## src/rtl/ysyx_23060184_ifu_fetch.sv

```systemverilog
// ysyx_23060184_ifu_fetch
//   Instruction-fetch read master in front of the SRAM slave. It takes a PC
//   from the next-PC logic and issues one single-beat AXI-lite read on AR/R.
//   The returned word is handed to decode over a valid/ready handshake.
//   Only one transaction is outstanding at a time. Write channels are not
//   driven here.
//
//   Ports
//     clk, resetn        clock (rising edge), asynchronous active-low reset
//     pc, pc_valid       fetch request from next-PC logic
//     pc_ready           high in IDLE only
//     araddr, arvalid    AR channel to SRAM
//     arready            AR channel from SRAM
//     rdata, rresp,      R channel from SRAM (rresp 0 = OKAY)
//     rvalid
//     rready             R channel to SRAM
//     inst, inst_pc      fetched word and its PC
//     inst_valid         to decode
//     inst_ready         from decode
//     fetch_err          qualifies inst_valid: misaligned PC, bad rresp or timeout
//
//   Optional: define YSYX_IFU_TIMEOUT_EN to abandon a fetch that spends
//   TIMEOUT_CYCLES cycles in ADDR/DATA. The abandoned fetch is reported as an
//   error with inst=0.
module ysyx_23060184_ifu_fetch #(
  parameter int DATA_WIDTH     = 32,
  parameter int ACERR_WIDTH    = 2,
  parameter int TIMEOUT_CYCLES = 255
) (
  input  logic                   clk,
  input  logic                   resetn,
  input  logic [DATA_WIDTH-1:0]  pc,
  input  logic                   pc_valid,
  output logic                   pc_ready,
  output logic [DATA_WIDTH-1:0]  araddr,
  output logic                   arvalid,
  input  logic                   arready,
  input  logic [DATA_WIDTH-1:0]  rdata,
  input  logic [ACERR_WIDTH-1:0] rresp,
  input  logic                   rvalid,
  output logic                   rready,
  output logic [DATA_WIDTH-1:0]  inst,
  output logic [DATA_WIDTH-1:0]  inst_pc,
  output logic                   inst_valid,
  input  logic                   inst_ready,
  output logic                   fetch_err
);

  typedef enum logic [1:0] {IDLE, ADDR, DATA, HOLD} state_t;

  state_t state;

  assign pc_ready = (state == IDLE);

`ifdef YSYX_IFU_TIMEOUT_EN
  localparam int CNT_W = ($clog2(TIMEOUT_CYCLES + 1) > 8) ? $clog2(TIMEOUT_CYCLES + 1) : 8;
  localparam logic [CNT_W-1:0] TO_LAST = CNT_W'(TIMEOUT_CYCLES - 1);

  logic [CNT_W-1:0] to_cnt;
  logic             to_hit;

  // Cleared while idle, so it starts from zero on entry to ADDR. It counts
  // every cycle spent in ADDR or DATA. The last counted cycle triggers
  // the abort, so inst_valid appears TIMEOUT_CYCLES cycles after ADDR entry.
  always_ff @(posedge clk or negedge resetn) begin
    if (!resetn) begin
      to_cnt <= '0;
    end else begin
      case (state)
        IDLE:       to_cnt <= '0;
        ADDR, DATA: to_cnt <= to_cnt + 1'b1;
        default:    to_cnt <= to_cnt;
      endcase
    end
  end

  assign to_hit = (to_cnt >= TO_LAST);
`else
  // Without the timeout feature the block waits in ADDR/DATA indefinitely
  // and TIMEOUT_CYCLES has no effect.
  if (TIMEOUT_CYCLES < 1) begin : g_timeout_inert
  end
`endif

  always_ff @(posedge clk or negedge resetn) begin
    if (!resetn) begin
      state      <= IDLE;
      arvalid    <= 1'b0;
      rready     <= 1'b0;
      inst_valid <= 1'b0;
      fetch_err  <= 1'b0;
      araddr     <= '0;
      inst       <= '0;
      inst_pc    <= '0;
    end else begin
      case (state)
        IDLE: begin
          if (pc_valid) begin
            araddr  <= pc;
            inst_pc <= pc;
            if (pc[1:0] != 2'b00) begin
              // Misaligned: report the error directly, no bus access.
              inst       <= '0;
              fetch_err  <= 1'b1;
              inst_valid <= 1'b1;
              state      <= HOLD;
            end else begin
              arvalid <= 1'b1;
              state   <= ADDR;
            end
          end
        end

        ADDR: begin
          if (arready) begin
            arvalid <= 1'b0;
            rready  <= 1'b1;
            state   <= DATA;
          end
`ifdef YSYX_IFU_TIMEOUT_EN
          else if (to_hit) begin
            inst       <= '0;
            fetch_err  <= 1'b1;
            inst_valid <= 1'b1;
            arvalid    <= 1'b0;
            rready     <= 1'b0;
            state      <= HOLD;
          end
`endif
        end

        DATA: begin
          if (rvalid) begin
            inst       <= rdata;
            fetch_err  <= (rresp != '0);
            inst_valid <= 1'b1;
            rready     <= 1'b0;
            state      <= HOLD;
          end
`ifdef YSYX_IFU_TIMEOUT_EN
          else if (to_hit) begin
            inst       <= '0;
            fetch_err  <= 1'b1;
            inst_valid <= 1'b1;
            arvalid    <= 1'b0;
            rready     <= 1'b0;
            state      <= HOLD;
          end
`endif
        end

        HOLD: begin
          if (inst_ready) begin
            inst_valid <= 1'b0;
            fetch_err  <= 1'b0;
            state      <= IDLE;
          end
        end

        default: state <= IDLE;
      endcase
    end
  end

endmodule

```

## config.mk

```make
export PLATFORM = sky130hd
export DESIGN_NAME = ysyx_23060184_ifu_fetch
export DESIGN_NICKNAME = d
export VERILOG_FILES = /design/src/rtl/ysyx_23060184_ifu_fetch.sv
export SDC_FILE = /design/constraint.sdc
export NUM_CORES = 1
export LEC_CHECK = 0
export ABC_AREA = 1
export CORE_ASPECT_RATIO = 1.1
export CORE_MARGIN = 2
export CORE_UTILIZATION = 30
export DETAILED_ROUTE_END_ITERATION = 12
export MAX_ROUTING_LAYER = met4
export PLACE_DENSITY = 0.72
export SLEW_MARGIN = 5
export SYNTH_ARGS = -nofsm -noshare
export SYNTH_HDL_FRONTEND = slang
export SYNTH_SLANG_ARGS = --single-unit
```

## constraint.sdc

```tcl
create_clock -name clk -period 2.4 [get_ports clk]
set_clock_uncertainty 0.2 [all_clocks]
set_input_delay 0.36 -clock clk [delete_from_list [all_inputs] [get_ports clk]]
set_output_delay 0.36 -clock clk [all_outputs]
set_load 0.02 [all_outputs]
```

==> impl_results.md, run 1 <==
* Share of layout cells above drive strength 1 at 5.08%
* Initial Util at 31.0%
* Core Area at 0.0110 mm^2
* Drt first pass iters at 4
* Post-CTS Hold Buffers at 1
* First-pass GRT wire length at 14,000 um
* Metal3 WL at 726 um
* Die W at 105 um
* Nets at 624
* Antenna Nets Post-Route at 0
* Worst Hold Class: register to register
* Worst Setup Start Kind: register
* Number of buffers created by CTS at 9
* Largest net degree at the start of global routing at 41
* DRC viols at 0
* Full die area at 0.0122 mm^2
* Syn_area_per_cell at 8.32 um^2
* Relative slew slack at 65.3%
* TritonCTS clock tree: yes
* Dpl ws at 0.426 ns
* Period utilization at 95.6%
* Number of max-cap violations at 0
* ANT cells at 0
* Post-Syn Nets at 486
* Post-CTS Resized at 0
* Area delta synth->final at 56.8%
* Via density at 4.29
* Clock root cell: clkbuf_16
* Sink Count at 70
* Static leakage at 2.55 nW
* DP Area at 0.00499 mm^2
* H-tree depth at 3
* Warnings from Yosys at 0
* Commonest non-fill, non-tap cells in the layout: nand2_1 (215), clkdlybuf4s50_1 (171), dfrtp_1 (70)
* Minimum clock period after layout at 2.29 ns
* Final GP Congestion at 0.811
* Metal2 WL at 4190 um
* Metal-1 WL at 3670 um
* Post-Synthesis Cell Area at 0.00339 mm^2
* # port buffers at 172
* Synth Instances at 408
* Top routing layer used: met4
* Path type of the worst setup path: register to output port
* Slew Viols, Final at 0
* Vert. Die Dim at 116 um
* Yosys top cell area share at 51.6%
* Post-synth top area cell: dfrtp_1
* CP Data Required Time at 1.84 ns
* Clock Tree Buf Depth at 2
* Setup ws final at 0.106 ns
* RSZ-0062 raised after global routing: no
* Sequential share of the synthesized area at 51.6%
* Drt initial violations at 121
* Final design utilization at 48.6%
* Remaining global-route overflow at 0
* VDD IR-drop max at 0.559 mV
* Ys async rst share at 100%
* Clock Latency Late Sink at 0.32 ns
* Post-CTS setup buffer count at 0
* Total track usage at 14.9%
* Setup TNS at 0 ns
* Reg clk slew, reported paths at 0.06 ns
* Area contributors post-synth: dfrtp_1 (52%), nand2_1 (24%), buf_4 (7.7%)
* Pwr Density at 1350 mW/mm^2
* CP Data Arrival Time at 1.73 ns
* Unique masters post-synth at 20
* DP Wirelength at 6420 um
* Top FF cell, synth: dfrtp_1
* Num rows at 40
* Final Hold Fails at 0
* Vias in the first global route at 2,853
* Worst setup EP type: output port
* Final wirelength at 8700 um
* Number of enable flip-flop cells after synthesis at 0
* Top fanout value on the critical path at 5
* Count of final setup violators at 0
* Initial antenna violation count at 0
* Slew of the pin with the lowest slew margin at 0.519 ns
* Final instance area at 0.00532 mm^2
* Commonest non-fill, non-tap cell in the layout: nand2_1
* Io pins at 173
* Status: finished clean
* Avg WL per Cell at 12.5 um
* Register bit total from synthesis at 70
* DR vias at 2,993
* FMAX at 436 MHz
-- state kept, by name (all words and copies together), names as in the netlist --
signal and flops:
fetch_err 1, inst_pc 32, rready 1, arvalid 1
inst 32, inst_valid 1, state 2
-- cell families after synthesis --
kind of cell / count (synthesis) / share of synthesized area (%)
buf+inv: 65 / 12.1
simple gates: 260 / 33.0
compound gates: 7 / 1.11
flops: 70 / 51.6
fa+ha+maj: 6 / 2.21
-- layout make-up --
type	instances	area [um^2]
repair buffers	178	1780
clock buffers	9	225
flip-flops and latches	70	1750
inverters	14	52.6
multi-input cells	273	1230
well taps	147	184
fillers	992	5640
clock inverters	7	97.6
-- critical path, cell delays in order (launching register included) --
cell and delay, ns:
dfrtp_1 0.43, inv_1 0.14, ha_1 0.23, clkdlybuf4s50_1 0.62
-- where the power goes --
part	internal (mW)	switching (mW)
clock	0.912	0.505
sequential	1.62	0.335
combinational	1.69	2.15
total	4.22	2.99
-- synth_stat cells, types with 3 or more instances --
cell / instances
buf_6: 3
nand3b_1: 32
clkbuf_1: 3
inv_1: 11
nand2_1: 215
buf_2: 10
o21ai_0: 4
inv_2: 3
nand3_1: 6
ha_1: 6
nor2_1: 3
buf_4: 35
dfrtp_1: 70
-- routing by layer --
| metal | GRT usage, % | up-vias |
|---|---|---|
| met1 | 17.4 | 1356 |
| li1 | - | 1499 |
| met2 | 24.5 | 128 |
| met3 | 4.72 | 10 |
| met5 | - | - |
| met4 | 4.71 | 0 |
-- stage by stage --
step / hold WS, ns / power [mW] / instances
after floorplan: -0.136 / 4.48 / 408
after global placement: 0.124 / 5.79 / 681
after detailed placement: 0.129 / 5.87 / 681
after CTS: 0.273 / 7.32 / 698
after global routing: 0.291 / 7.70 / 698
final: 0.268 / 7.21 / 698
-- path summary, 6_finish.rpt --
check                                           from                 endpoint  slack (ns)  cells past startpoint
worst max-delay path            state[0]$_DFFE_PN0P_                 pc_ready        0.11                      3
worst min-delay path             inst[3]$_DFFE_PN0P_      inst[3]$_DFFE_PN0P_        0.27                      2
worst max register to register  state[0]$_DFFE_PN0P_     inst[31]$_DFFE_PN0P_        0.42                      8
worst min register to register   inst[3]$_DFFE_PN0P_      inst[3]$_DFFE_PN0P_        0.27                      2
max in group asynchronous                     resetn  inst_pc[16]$_DFFE_PN0P_        1.11                      3
min in group asynchronous                     resetn  inst_pc[10]$_DFFE_PN0P_        0.32                      2
No activity file was read; power rests on OpenSTA's default activity.
==> inputs of run 2 (changes only) <==
--- a/config.mk
+++ b/config.mk
@@ -10,9 +10,9 @@
 export CORE_MARGIN = 2
 export CORE_UTILIZATION = 30
 export DETAILED_ROUTE_END_ITERATION = 12
-export MAX_ROUTING_LAYER = met4
 export PLACE_DENSITY = 0.72
 export SLEW_MARGIN = 5
 export SYNTH_ARGS = -nofsm -noshare
 export SYNTH_HDL_FRONTEND = slang
 export SYNTH_SLANG_ARGS = --single-unit
+export TNS_END_PERCENT = 1
==> run 2 against run 1 <==
Sequential power is essentially flat. Count of clock-buffer cells in the layout is the same. First-iteration DRC count grew 24%. Power shrank 0.10%. Register-to-register slack is essentially flat.
==> impl_results.md, run 2 (same netlist as run 1, synthesis figures left out) <==
* Avg WL per Cell at 12.4 um (was 12.5 um)
* VDD IR-drop max at 0.558 mV (was 0.559 mV)
* Status: finished clean (unchanged)
* Num rows at 40 (unchanged)
* Remaining global-route overflow at 0 (unchanged)
* DR vias at 3,003 (was 2,993)
* Period utilization at 95.5% (was 95.6%)
* Clock Tree Buf Depth at 2 (unchanged)
* Top fanout value on the critical path at 5 (unchanged)
* Relative slew slack at 65.1% (was 65.3%)
* Setup ws final at 0.108 ns (was 0.106 ns)
* Slew Viols, Final at 0 (unchanged)
* Clock root cell: clkbuf_16 (unchanged)
* Setup TNS at 0 ns (unchanged)
* Area delta synth->final at 56.8% (unchanged)
* Multi-input logic area at 0.00123 mm^2 (unchanged)
* Antenna Nets Post-Route at 0 (unchanged)
* Full die area at 0.0122 mm^2 (unchanged)
* Path type of the worst setup path: register to output port (unchanged)
* Core Area at 0.0110 mm^2 (unchanged)
* TritonCTS clock tree: yes (unchanged)
* DP Wirelength at 6420 um (unchanged)
* Vias in the first global route at 2,845 (was 2,853)
* Drt first pass iters at 6 (was 4)
* Minimum clock period after layout at 2.29 ns (about the same)
* Worst stage delay on the critical path at 0.62 ns (about the same)
* Final GP Congestion at 0.799 (was 0.811)
* Clock Latency Late Sink at 0.32 ns (about the same)
* RSZ-0062 raised after global routing: no (unchanged)
* Static leakage at 2.55 nW (unchanged)
* Worst path bufs/invs at 2 (unchanged)
* Total track usage at 14.4% (was 14.9%)
* H-tree depth at 3 (unchanged)
* Share of layout cells above drive strength 1 at 5.08% (unchanged)
* Final Hold Fails at 0 (unchanged)
* Final cell count without fillers at 698 (unchanged)
* Slew of the pin with the lowest slew margin at 0.523 ns (was 0.519 ns)
* Number of buffers created by CTS at 9 (unchanged)
* Post-CTS setup buffer count at 0 (unchanged)
* DRC viols at 0 (unchanged)
* Io pins at 173 (unchanged)
* Initial Util at 31.0% (unchanged)
* # port buffers at 172 (unchanged)
* Final instance area at 0.00532 mm^2 (unchanged)
* Worst Hold Class: register to register (unchanged)
* Nets at 624 (unchanged)
* Reg area at 0.00175 mm^2 (unchanged)
* Commonest non-fill, non-tap cell in the layout: nand2_1 (unchanged)
* ANT cells at 0 (unchanged)
* Number of max-cap violations at 0 (unchanged)
* Placed Cells incl. Taps at 681 (unchanged)
* Fill count at 992 (unchanged)
* Hold WS at 0.269 ns (was 0.268 ns)
* Initial antenna violation count at 0 (unchanged)
* Critical-path cell list: inv_1, ha_1, clkdlybuf4s50_1 (unchanged)
* Pwr Density at 1350 mW/mm^2 (about the same)
* Worst setup EP type: output port (unchanged)
* Drt initial violations at 150 (was 121)
* Dpl ws at 0.426 ns (unchanged)
* Largest regs: inst: 32 flops, inst_pc: 32 flops, state: 2 flops (unchanged)
* Worst Setup Start Kind: register (unchanged)
* Final wirelength at 8660 um (was 8700 um)
* Via density at 4.30 (was 4.29)
* FMAX at 436 MHz (about the same)
* Commonest non-fill, non-tap cells in the layout: nand2_1 (215), clkdlybuf4s50_1 (171), dfrtp_1 (70) (unchanged)
* Vert. Die Dim at 116 um (unchanged)
* CP Data Required Time at 1.84 ns (about the same)
* Die W at 105 um (unchanged)
* Count of final setup violators at 0 (unchanged)
* Slowest-stage cell, CP: clkdlybuf4s50_1 (unchanged)
* First-pass GRT wire length at 14,000 um (about the same)
* Largest net degree at the start of global routing at 41 (unchanged)
* Reg clk slew, reported paths at 0.06 ns (about the same)
* Top delay family on crit path: buffers and inverters (unchanged)
* DP Area at 0.00499 mm^2 (unchanged)
* CP Data Arrival Time at 1.73 ns (about the same)
* Sink Count at 70 (unchanged)
-- run 2: cell counts in the layout (fill, tap and decap cells not counted) --
No cell type changed its count.
-- run 2: metal layers --
layer	wire [um]	track usage, %	vias up
met2	4190	24.6	125
met4	77	4.71	0
met5	0	0	-
met1	3660	17.2	1370
li1	-	-	1501
met3	720	5.12	7
-- run 2: power breakdown --
part | switching (mW) | internal [mW] | leakage (nW)
logic | 2.14 | 1.69 | 1.50
registers | 0.334 | 1.62 | 0.902
clock network | 0.501 | 0.912 | 0.152
-- run 2: final timing paths --
path,from,to,slack (ns),depth (start not counted)
min,inst[3]$_DFFE_PN0P_,inst[3]$_DFFE_PN0P_,0.27,2
min in group asynchronous,resetn,inst_pc[10]$_DFFE_PN0P_,0.33,2
max reg2reg,state[0]$_DFFE_PN0P_,inst[8]$_DFFE_PN0P_,0.41,8
min reg2reg,inst[3]$_DFFE_PN0P_,inst[3]$_DFFE_PN0P_,0.27,2
max in group asynchronous,resetn,inst_pc[16]$_DFFE_PN0P_,1.10,3
max,state[0]$_DFFE_PN0P_,pc_ready,0.11,3
-- run 2: worst min-delay path: cells and delay by family (launching register included) --
kind             cells  cell delay, ns
flip-flops           1            0.34
AND/OR/NAND/NOR      2            0.10
-- run 2: timing repair --
item                      4_1_cts  5_1_grt
gates resized for setup         0        0
hold buffers                    1        0
hold endpoints to repair       30        0
-- run 2: layout make-up --
| cell class | count | share of cell area, % |
|---|---|---|
| Timing Repair Buffer | 178 | 33.4 |
| Clock buffer | 9 | 4.23 |
| Tap cell | 147 | 3.46 |
| Clock inverter | 7 | 1.83 |
| Multi-Input combinational cell | 273 | 23.1 |
| Inverter | 14 | 0.988 |
| Sequential cell | 70 | 32.9 |
-- run 2: through the flow --
| step | utilization [%] | power [mW] |
|---|---|---|
| after floorplan | - | 4.48 |
| final | 48.6 | 7.20 |
| after detailed placement | 45.5 | 5.87 |
| after global placement | 45.5 | 5.79 |
| after global routing | 48.6 | 7.70 |
| after CTS | 48.6 | 7.32 |
